**src/rtl/sram_port_arbiter.sv**
```systemverilog
// Purpose : shares one SRAM a/b port between the calculator controller (port 0)
//           and the host load/readback path (port 1) with round-robin arbitration.
// Latency : command on the SRAM pins 1 cycle after grant; read data 2 cycles after grant.
// Backpressure: a requester holds req/we/addr/wdata until it sees its gnt. At most one
//           grant per cycle. Optional burst lock is built with ARB_LOCK_EN.
//
// Ports:
//   clk_i, rst_i               clock, synchronous active-high reset
//   reqN_i/weN_i/addrN_i/wdataN_i  command from requester N (0 = controller, 1 = host)
//   lockN_i                    burst lock request (ARB_LOCK_EN only)
//   gntN_o                     combinational accept for requester N
//   rvalidN_o/rdataN_o         read return to requester N (rdata is 0 when rvalid is low)
//   sram_*_o                   registered SRAM command; wdata_a = word[31:0], wdata_b = upper bits
//   sram_rdata_a_i/b_i         SRAM read data, valid 1 cycle after the command is on the pins

package calculator_pkg;
  localparam int ADDR_W        = 10;
  localparam int MEM_WORD_SIZE = 64;
endpackage

module sram_port_arbiter #(
  parameter int ADDR_W        = calculator_pkg::ADDR_W,
  parameter int MEM_WORD_SIZE = calculator_pkg::MEM_WORD_SIZE
`ifdef ARB_LOCK_EN
  ,
  parameter int LOCK_MAX      = 8
`endif
) (
  input  logic                        clk_i,
  input  logic                        rst_i,
  input  logic                        req0_i,
  input  logic                        we0_i,
  input  logic [ADDR_W-1:0]           addr0_i,
  input  logic [MEM_WORD_SIZE-1:0]    wdata0_i,
  input  logic                        req1_i,
  input  logic                        we1_i,
  input  logic [ADDR_W-1:0]           addr1_i,
  input  logic [MEM_WORD_SIZE-1:0]    wdata1_i,
`ifdef ARB_LOCK_EN
  input  logic                        lock0_i,
  input  logic                        lock1_i,
`endif
  output logic                        gnt0_o,
  output logic                        gnt1_o,
  output logic                        rvalid0_o,
  output logic                        rvalid1_o,
  output logic [MEM_WORD_SIZE-1:0]    rdata0_o,
  output logic [MEM_WORD_SIZE-1:0]    rdata1_o,
  output logic                        sram_csb_o,
  output logic                        sram_web_o,
  output logic [ADDR_W-1:0]           sram_addr_o,
  output logic [31:0]                 sram_wdata_a_o,
  output logic [MEM_WORD_SIZE-33:0]   sram_wdata_b_o,
  input  logic [31:0]                 sram_rdata_a_i,
  input  logic [MEM_WORD_SIZE-33:0]   sram_rdata_b_i
);

  // last_q: index of the most recent winner; reset to 1 so port 0 wins first contention.
  logic last_q;
  logic gnt0, gnt1, any_gnt;
  logic sel_we;
  logic [ADDR_W-1:0]        sel_addr;
  logic [MEM_WORD_SIZE-1:0] sel_wdata;

  // Read tag pipe: stage 1 lines up with the command on the pins, stage 2 with the
  // SRAM read data.
  logic tag1_vld_q, tag1_id_q, tag2_vld_q, tag2_id_q;

`ifdef ARB_LOCK_EN
  localparam int CNT_W = $clog2(LOCK_MAX + 1);

  // cnt_q counts consecutive locked grants to the port in last_q; nonzero means that
  // port holds a lock from the previous cycle.
  logic [CNT_W-1:0] cnt_q;
  logic owner_keeps, other_req, cnt_sat, lock_hold, sel_lock;

  assign owner_keeps = last_q ? (req1_i & lock1_i) : (req0_i & lock0_i);
  assign other_req   = last_q ? req0_i : req1_i;
  assign cnt_sat     = (cnt_q == CNT_W'(LOCK_MAX));
  // After LOCK_MAX locked grants the lock only yields if the other port is asking.
  assign lock_hold   = (cnt_q != '0) & owner_keeps & ~(cnt_sat & other_req);
  assign sel_lock    = gnt1 ? lock1_i : lock0_i;
`endif

  always_comb begin
    // Round-robin: a lone requester always wins; on contention the non-last port wins.
    gnt0 = req0_i & (~req1_i | last_q);
    gnt1 = req1_i & (~req0_i | ~last_q);
`ifdef ARB_LOCK_EN
    if (lock_hold) begin
      gnt0 = ~last_q;
      gnt1 = last_q;
    end
`endif
    if (rst_i) begin
      gnt0 = 1'b0;
      gnt1 = 1'b0;
    end
  end

  always_comb begin
    any_gnt   = gnt0 | gnt1;
    sel_we    = gnt1 ? we1_i    : we0_i;
    sel_addr  = gnt1 ? addr1_i  : addr0_i;
    sel_wdata = gnt1 ? wdata1_i : wdata0_i;
  end

  assign gnt0_o = gnt0;
  assign gnt1_o = gnt1;

  always_ff @(posedge clk_i) begin
    if (rst_i) begin
      last_q         <= 1'b1;
      sram_csb_o     <= 1'b1;
      sram_web_o     <= 1'b1;
      sram_addr_o    <= '0;
      sram_wdata_a_o <= '0;
      sram_wdata_b_o <= '0;
      tag1_vld_q     <= 1'b0;
      tag1_id_q      <= 1'b0;
      tag2_vld_q     <= 1'b0;
      tag2_id_q      <= 1'b0;
    end else begin
      if (any_gnt) begin
        last_q         <= gnt1;
        sram_csb_o     <= 1'b0;
        sram_web_o     <= ~sel_we;
        sram_addr_o    <= sel_addr;
        sram_wdata_a_o <= sel_wdata[31:0];
        sram_wdata_b_o <= sel_wdata[MEM_WORD_SIZE-1:32];
      end else begin
        // Idle cycle: deselect, but leave address/data pins where they were.
        sram_csb_o <= 1'b1;
        sram_web_o <= 1'b1;
      end
      tag1_vld_q <= any_gnt & ~sel_we;
      tag1_id_q  <= gnt1;
      tag2_vld_q <= tag1_vld_q;
      tag2_id_q  <= tag1_id_q;
    end
  end

`ifdef ARB_LOCK_EN
  always_ff @(posedge clk_i) begin
    if (rst_i) begin
      cnt_q <= '0;
    end else if (any_gnt && sel_lock) begin
      if ((cnt_q != '0) && (gnt1 == last_q)) begin
        cnt_q <= cnt_sat ? cnt_q : cnt_q + CNT_W'(1);
      end else begin
        cnt_q <= CNT_W'(1);
      end
    end else begin
      cnt_q <= '0;
    end
  end
`endif

  // Gating with rst_i keeps the returns quiet while reset is held, before the
  // tag pipe has been cleared by the first reset edge.
  assign rvalid0_o = tag2_vld_q & ~tag2_id_q & ~rst_i;
  assign rvalid1_o = tag2_vld_q &  tag2_id_q & ~rst_i;
  assign rdata0_o  = rvalid0_o ? {sram_rdata_b_i, sram_rdata_a_i} : '0;
  assign rdata1_o  = rvalid1_o ? {sram_rdata_b_i, sram_rdata_a_i} : '0;

endmodule

```
**config.mk**
```make
export PLATFORM = sky130hd
export DESIGN_NAME = sram_port_arbiter
export DESIGN_NICKNAME = d
export VERILOG_FILES = /design/src/rtl/sram_port_arbiter.sv
export SDC_FILE = /design/constraint.sdc
export NUM_CORES = 1
export LEC_CHECK = 0
export CAP_MARGIN = 15
export CORE_AREA = 2 2 166 168
export DETAILED_ROUTE_END_ITERATION = 8
export DIE_AREA = 0 0 168 170
export PLACE_DENSITY_LB_ADDON = 0.08
export SLEW_MARGIN = 40
export SYNTH_ARGS = -nofsm -noshare
export SYNTH_HDL_FRONTEND = slang
export SYNTH_SLANG_ARGS = --single-unit
```
**constraint.sdc**
```tcl
create_clock -name clk_i -period 1.3 [get_ports clk_i]
set_input_delay 0.13 -clock clk_i [delete_from_list [all_inputs] [get_ports clk_i]]
set_output_delay 0.13 -clock clk_i [all_outputs]
set_load 0.005 [all_outputs]
```
==> results of run 1 <==
[placed cells by master (no fill, tap or decap), drive strengths merged, types with 5 or more instances in the layout]
cell type / Yosys / final
clkdlybuf4s50: 0 / 214
and2: 194 / 194
buf: 22 / 213
o32ai: 5 / 5
nor3: 13 / 13
a221o: 66 / 66
dlygate4sd2: 0 / 77
clkbuf: 19 / 14
dfxtp: 81 / 81
nor2: 7 / 7
[worst paths after layout]
path / slack (ns) / depth (start not counted) / to / start
setup reg to reg: -0.29 / 6 / sram_wdata_b_o[11] / last_q
hold reg to reg: 0.44 / 1 / tag2_id_q / tag1_id_q
hold / removal: 0.38 / 2 / sram_wdata_b_o[2] / wdata0_i[34]
setup / recovery: -0.42 / 6 / rdata1_o[59] / tag2_id_q
[layer usage]
metal	part of all wire	wire, um	up-vias	global-route usage
met5	0	0	-	0
met4	0.026	697	0	0.06767
met3	0.074	1938	33	0.05047
met2	0.56	14810	271	0.3599
met1	0.34	8891	2483	0.1681
li1	-	-	2449	-
[flip-flops by register name (all words and copies together), names as in the netlist]
signal          flops
sram_wdata_a_o     32
sram_wdata_b_o     32
sram_addr_o        10
last_q              1
sram_csb_o          1
sram_web_o          1
tag1_id_q           1
tag1_vld_q          1
tag2_id_q           1
tag2_vld_q          1
[cell families after synthesis]
group                  count (synthesis)  share of synthesized area
AND/OR/NAND/NOR                      220                     0.3421
AO/OA/AOI/OAI                         79                     0.1916
buffers and inverters                 43                    0.06180
flip-flops                            81                     0.4045
[power by group through the flow]
stage	clock, uW	sequential [uW]	combinational [uW]
global placement	0	2830	1720
global route	2930	2800	2090
finish	2730	2780	1970
detailed placement	0	2830	1730
CTS	2840	2780	1960
floorplan	0	2840	393
[metrics by stage]
step / total power, uW / instances / cell area [um^2] / worst slack (ns) / setup TNS (ns)
finish: 7481 / 1248 / 10550 / -0.4224 / -54.41
CTS: 7582 / 1249 / 10220 / -0.4996 / -64.06
global route: 7824 / 1248 / 10550 / -0.4756 / -67.32
detailed placement: 4559 / 1166 / 8697 / -0.7431 / -132.23
floorplan: 3230 / 423 / 4009 / 0.01437 / 0
global placement: 4554 / 1166 / 8697 / -0.6860 / -122.62
[area by class of cell]
type | count | area share
repair buffers | 508 | 0.5401
multi-input cells | 299 | 0.2338
flip-flops and latches | 81 | 0.1547
well taps | 341 | 0.04045
clock buffers | 11 | 0.02396
clock inverters | 5 | 0.006049
inverters | 2 | 0.0007117
diodes | 1 | 0.0002372
[repair_timing]
action	CTS	global route
endpoints found under the setup margin	273	200
pin swaps	122	33
cloned	26	3
buffers inserted	42	11
gates resized for setup	825	120
endpoints found under the hold margin	0	0
hold buffers	0	0
==> impl_metrics.toml, run 1 <==
[run_status]
outcome = "finished with violations"
violations = "setup timing"

[synthesis]
synthTopCellsByCount = "and2_1, dfxtp_1, a221o_1, clkbuf_1, nor3_1"
synthesis.nets = 641
async_flop_share = 0
ys_seq_area_frac = 0.4045
synth.most_common_cell = "and2_1"
synth-seq-cells = 81
synth_area_per_cell_um2 = 9.477
yosysTopAreaCellShare = 0.4045
yosysTopAreaCell = "dfxtp_1"
synth_cells = 423
ys_warn_count = 0
yosysUniqueCellTypes = 27
synthTopCellsByArea = "dfxtp_1, and2_1, a221o_1"
syn_area_mm2 = 0.004009
synth-edff-count = 0
synth_flop_cell = "dfxtp_1"

[worst_hold_path]
hold_class = "input port to register"

[die]
die_y_um = 170
die-width_um = 168
io_pins = 426
start_util = 0.1504
dieArea_mm2 = 0.02856
coreArea_mm2 = 0.02665
rows = 60

[flow_run]
drv_cap = 0

[placement]
dp.final_hpwl_um = 17320
io_buffers = 425
gp_congestion = 0.8251

[final_layout]
fin_nets = 1119
multi_input_area_mm2 = 0.002466
utilization = 0.3958
drive_above_1_share = 0.4073
fillers = 2619
layout-area-overhead-vs-synth_pct = 163.1
layout.area.seq_mm2 = 0.001632

[detailed_routing]
vias_per_cell = 4.196
wl_per_cell_um = 21.10
routed_wl_um = 26330
num_vias = 5236
drt_iter0_drc = 148
drc_errors = 0
ant_nets = 0
first_pass_iters = 4

[sta]
hold_ws_ns = 0.3792
setup_slack_ns = -0.4224
clock_skew_ns = 0.01038
min_period_ns = 1.722
max_freq_mhz = 580.6
max_slew_margin = 0.7719
hold_violations = 0
max_slew.worst_pin.slew_ns = 0.3410
timing.final.crit_share = 1.325
final_max_slew_viol_count = 0
rsz0062_at_grt = "yes"
setup_viol_count_final = 199

[critical_path]
start_kind = "register"
max_stage_delay_ns = 0.33
cpMaxStageDelayCell = "dfxtp_2"
timing.critical_path.buf_inv = 4
worstSetupEndpointType = "output pin"
crit_top_cell = "buf_6"
path_delay_family = "buffers and inverters"
path_cells = "and3b_2 > buf_6 > buf_12 > buf_16 > and2_4 > buf_6"
worstPathRequired_ns = 1.17
cp.arrival_ns = 1.59
crit_fanout = 8
path_class = "register to output pin"

[pwr]
p_int_uw = 5615
power_frac_clock = 0.365
seqPwrFrac = 0.372
power_frac_comb = 0.264
vdd_drop_max_mv = 0.5047
p_leak_uw = 0.004737
switchingPower_uw = 1866
powerDensity_mw_per_mm2 = 709.1
swShare = 0.2495

[grt]
grt_pass1_wl_um = 37270
grt_max_degree = 25
antenna_found_initial = 2
overflow = 0
track_usage = 0.1780
grt_pass1_vias = 5811

[cts]
cts.clk_slew.worst_paths_ns = 0.07
cts_sinks = 81
cts_root_buf = "clkbuf_16"
insertion_delay_ns = 0.35
clockBufferDepth = 2
cts_tree = "yes"
cts_buffers = 9
ctsHtreeMaxLevel = 3
No activity file was read; power rests on OpenSTA's default activity.
==> run 2, diff against run 1 <==
HOLD_SLACK_MARGIN = 0.12   (was unset)
==> results of run 2 <==
The final DEF is identical to that of run 1; final timing and power are the same.
==> run 3, diff against run 2 <==
CORE_AREA = 2 2 167 169   (was 2 2 166 168)
CTS_BUF_LIST = sky130_fd_sc_hd__clkbuf_4   (was unset)
CTS_CLUSTER_DIAMETER = 80   (was unset)
DIE_AREA = 0 0 169 171   (was 0 0 168 170)
==> run 3 against run 2 <==
The run still ends with setup timing left. Routed wire length decreased by 9.6%. Sequential share of layout area increased by 1.2 points. Fmax decreased by 8.2%. Register-to-register slack got worse by 0.03 ns. Non-clock buffer count decreased by 13. First-iteration DRC count decreased by 32%. Critical path type unchanged. Critical path depth unchanged. Total power decreased by 16%. Worst setup slack got worse by 0.15 ns.
==> impl_metrics.toml, run 3 (synthesis gave the netlist of run 1 again) <==
[run_status]
outcome = "finished with violations"
violations = "setup timing"

[critical_path]
cp-startpoint = "tag2_id_q"
reg2reg_slack_ns = -0.32
worstSetupEndpointType = "output pin"
start_kind = "register"
rr_endpoint = "sram_wdata_b_o[1]"
crit_fanout = 7
worstPathRequired_ns = 1.17
path_class = "register to output pin"
cp.arrival_ns = 1.75
timing.rr.start = "last_q"
reg2reg_depth = 7

[cts]
clockBufferDepth = 2
cts_hold_buf = 0
cts_tree = "yes"
cts_buffers = 9
cts_sinks = 81
cts.clk_slew.worst_paths_ns = 0.16
insertion_delay_ns = 0.45
cts_root_buf = "clkbuf_4"
ctsHtreeMaxLevel = 3

[sta]
setup_slack_ns = -0.5772
max_slew_margin = 0.8217
max_freq_mhz = 532.7
clock_skew_ns = 0.01534
hold_violations = 0
hold_ws_ns = 0.2650
final_max_slew_viol_count = 0
max_slew.worst_pin.slew_ns = 0.2639
timing.final.crit_share = 1.444
setup_viol_count_final = 199
rsz0062_at_grt = "yes"
min_period_ns = 1.877

[placement]
io_buffers = 425
dp.final_hpwl_um = 17410
place_ws_ns = -0.7099
dp_cells = 1180
gp_congestion = 0.8756

[detailed_routing]
drt_iter0_drc = 101
drc_errors = 0
wl_per_cell_um = 19.17
vias_per_cell = 4.077
first_pass_iters = 4
ant_nets = 0
num_vias = 5064
routed_wl_um = 23810

[pwr]
swShare = 0.2607
total_power_uw = 6260
p_leak_uw = 0.005322
seqPwrFrac = 0.446
power_frac_clock = 0.254
p_int_uw = 4628
power_frac_comb = 0.300
vdd_drop_max_mv = 0.4620
switchingPower_uw = 1632
powerDensity_mw_per_mm2 = 617.2

[grt]
antenna_found_initial = 3
grt_pass1_wl_um = 30050
grt_max_degree = 51
grt_pass1_vias = 4929
track_usage = 0.1386
overflow = 0

[die]
io_pins = 426
die_y_um = 171
rows = 61
coreArea_mm2 = 0.02732
dieArea_mm2 = 0.02890
die-width_um = 169
start_util = 0.1467

[final_layout]
fin_cells = 1242
fin_nets = 1106
layout-area-overhead-vs-synth_pct = 153.0
drive_above_1_share = 0.4211
top_regs = "sram_wdata_a_o x32, sram_wdata_b_o x32, sram_addr_o x10"
layout_commonest_cell = "clkdlybuf4s50_1"
most-common-layout-cells = "clkdlybuf4s50_1, buf_6, and2_1, and2_4, dlymetal6s2s_1"

[worst_hold_path]
hold_class = "input port to register"
worstHoldPathCells = 2
hold_start = "wdata0_i[56]"
holdPathEnd = "sram_wdata_b_o[24]"

[flow_run]
drv_cap = 0
-- run 3: cell count changes in the layout (fill, tap and decap cells not counted), moves of 11 or more --
cell            change
dlygate4sd2_1      -77
dlymetal6s2s_1     +76
dfxtp_1            -46
dfxtp_2            +46
buf_6              -41
clkbuf_2           +27
and2_1             +25
and2_4             -25
buf_12             -14
buf_16             -13
clkbuf_4           +11
-- run 3: repair_timing --
action | CTS | global route
endpoints found under the setup margin | 275 | 275
gates cloned | 0 | 20
buffers inserted | 3 | 21
endpoints found under the hold margin | 0 | 0
gates resized for setup | 176 | 614
pin swaps | 0 | 61
-- run 3: metrics by stage --
| stage | TNS, ns | area, um^2 | utilization |
|---|---|---|---|
| 6_report | -77.42 | 10140 | 0.3712 |
| 5_1_grt | -95.06 | 10140 | 0.3712 |
| 4_1_cts | -115.44 | 8995 | 0.3292 |
| 3_5_place_dp | -122.57 | 8776 | 0.3212 |
| 3_3_place_gp | -119.46 | 8776 | 0.3212 |
| 2_1_floorplan | 0 | 4009 | - |
-- run 3: cell type report --
cell class / instances / area, um^2
repair buffers: 495 / 5458
well taps: 346 / 432.9
multi-input cells: 299 / 2409
clock inverters: 5 / 56.30
fillers: 2779 / 17180
flip-flops and latches: 81 / 1689
clock buffers: 11 / 82.58
diodes: 3 / 7.507
inverters: 2 / 7.507
-- run 3: worst max-delay path by stage --
stage                     slack (ns)  cells past startpoint           endpoint
after global placement         -0.68                      6       rdata1_o[56]
after detailed placement       -0.71                      6       rdata1_o[29]
after CTS                      -0.84                      4       rdata0_o[40]
after floorplan                 0.01                      5  sram_wdata_a_o[0]
after global routing           -0.67                      6       rdata1_o[11]
final                          -0.58                      6       rdata1_o[11]
-- run 3: power by group through the flow --
stage	registers (uW)	logic, uW	clock network [uW]
6_report	2790	1880	1590
3_3_place_gp	2830	1720	0
4_1_cts	2780	1730	1680
2_1_floorplan	2840	393	0
5_1_grt	2820	2000	1780
3_5_place_dp	2830	1730	0
-- run 3: worst max-delay path, stage by stage (launching register included) --
cell and delay (ns):
dfxtp_2 0.36, and3b_2 0.26, clkbuf_16 0.16, buf_8 0.12, clkbuf_16 0.15, and2_4 0.15, buf_6 0.10
-- run 3: layer usage --
layer / wire length, um / global-route usage / up-vias / part of all wire
met3: 1947 / 0.05205 / 10 / 0.082
li1: - / - / 2428 / -
met2: 13560 / 0.2733 / 262 / 0.57
met5: 0 / 0 / - / 0
met4: 255 / 0.04274 / 0 / 0.011
met1: 8052 / 0.1323 / 2364 / 0.34
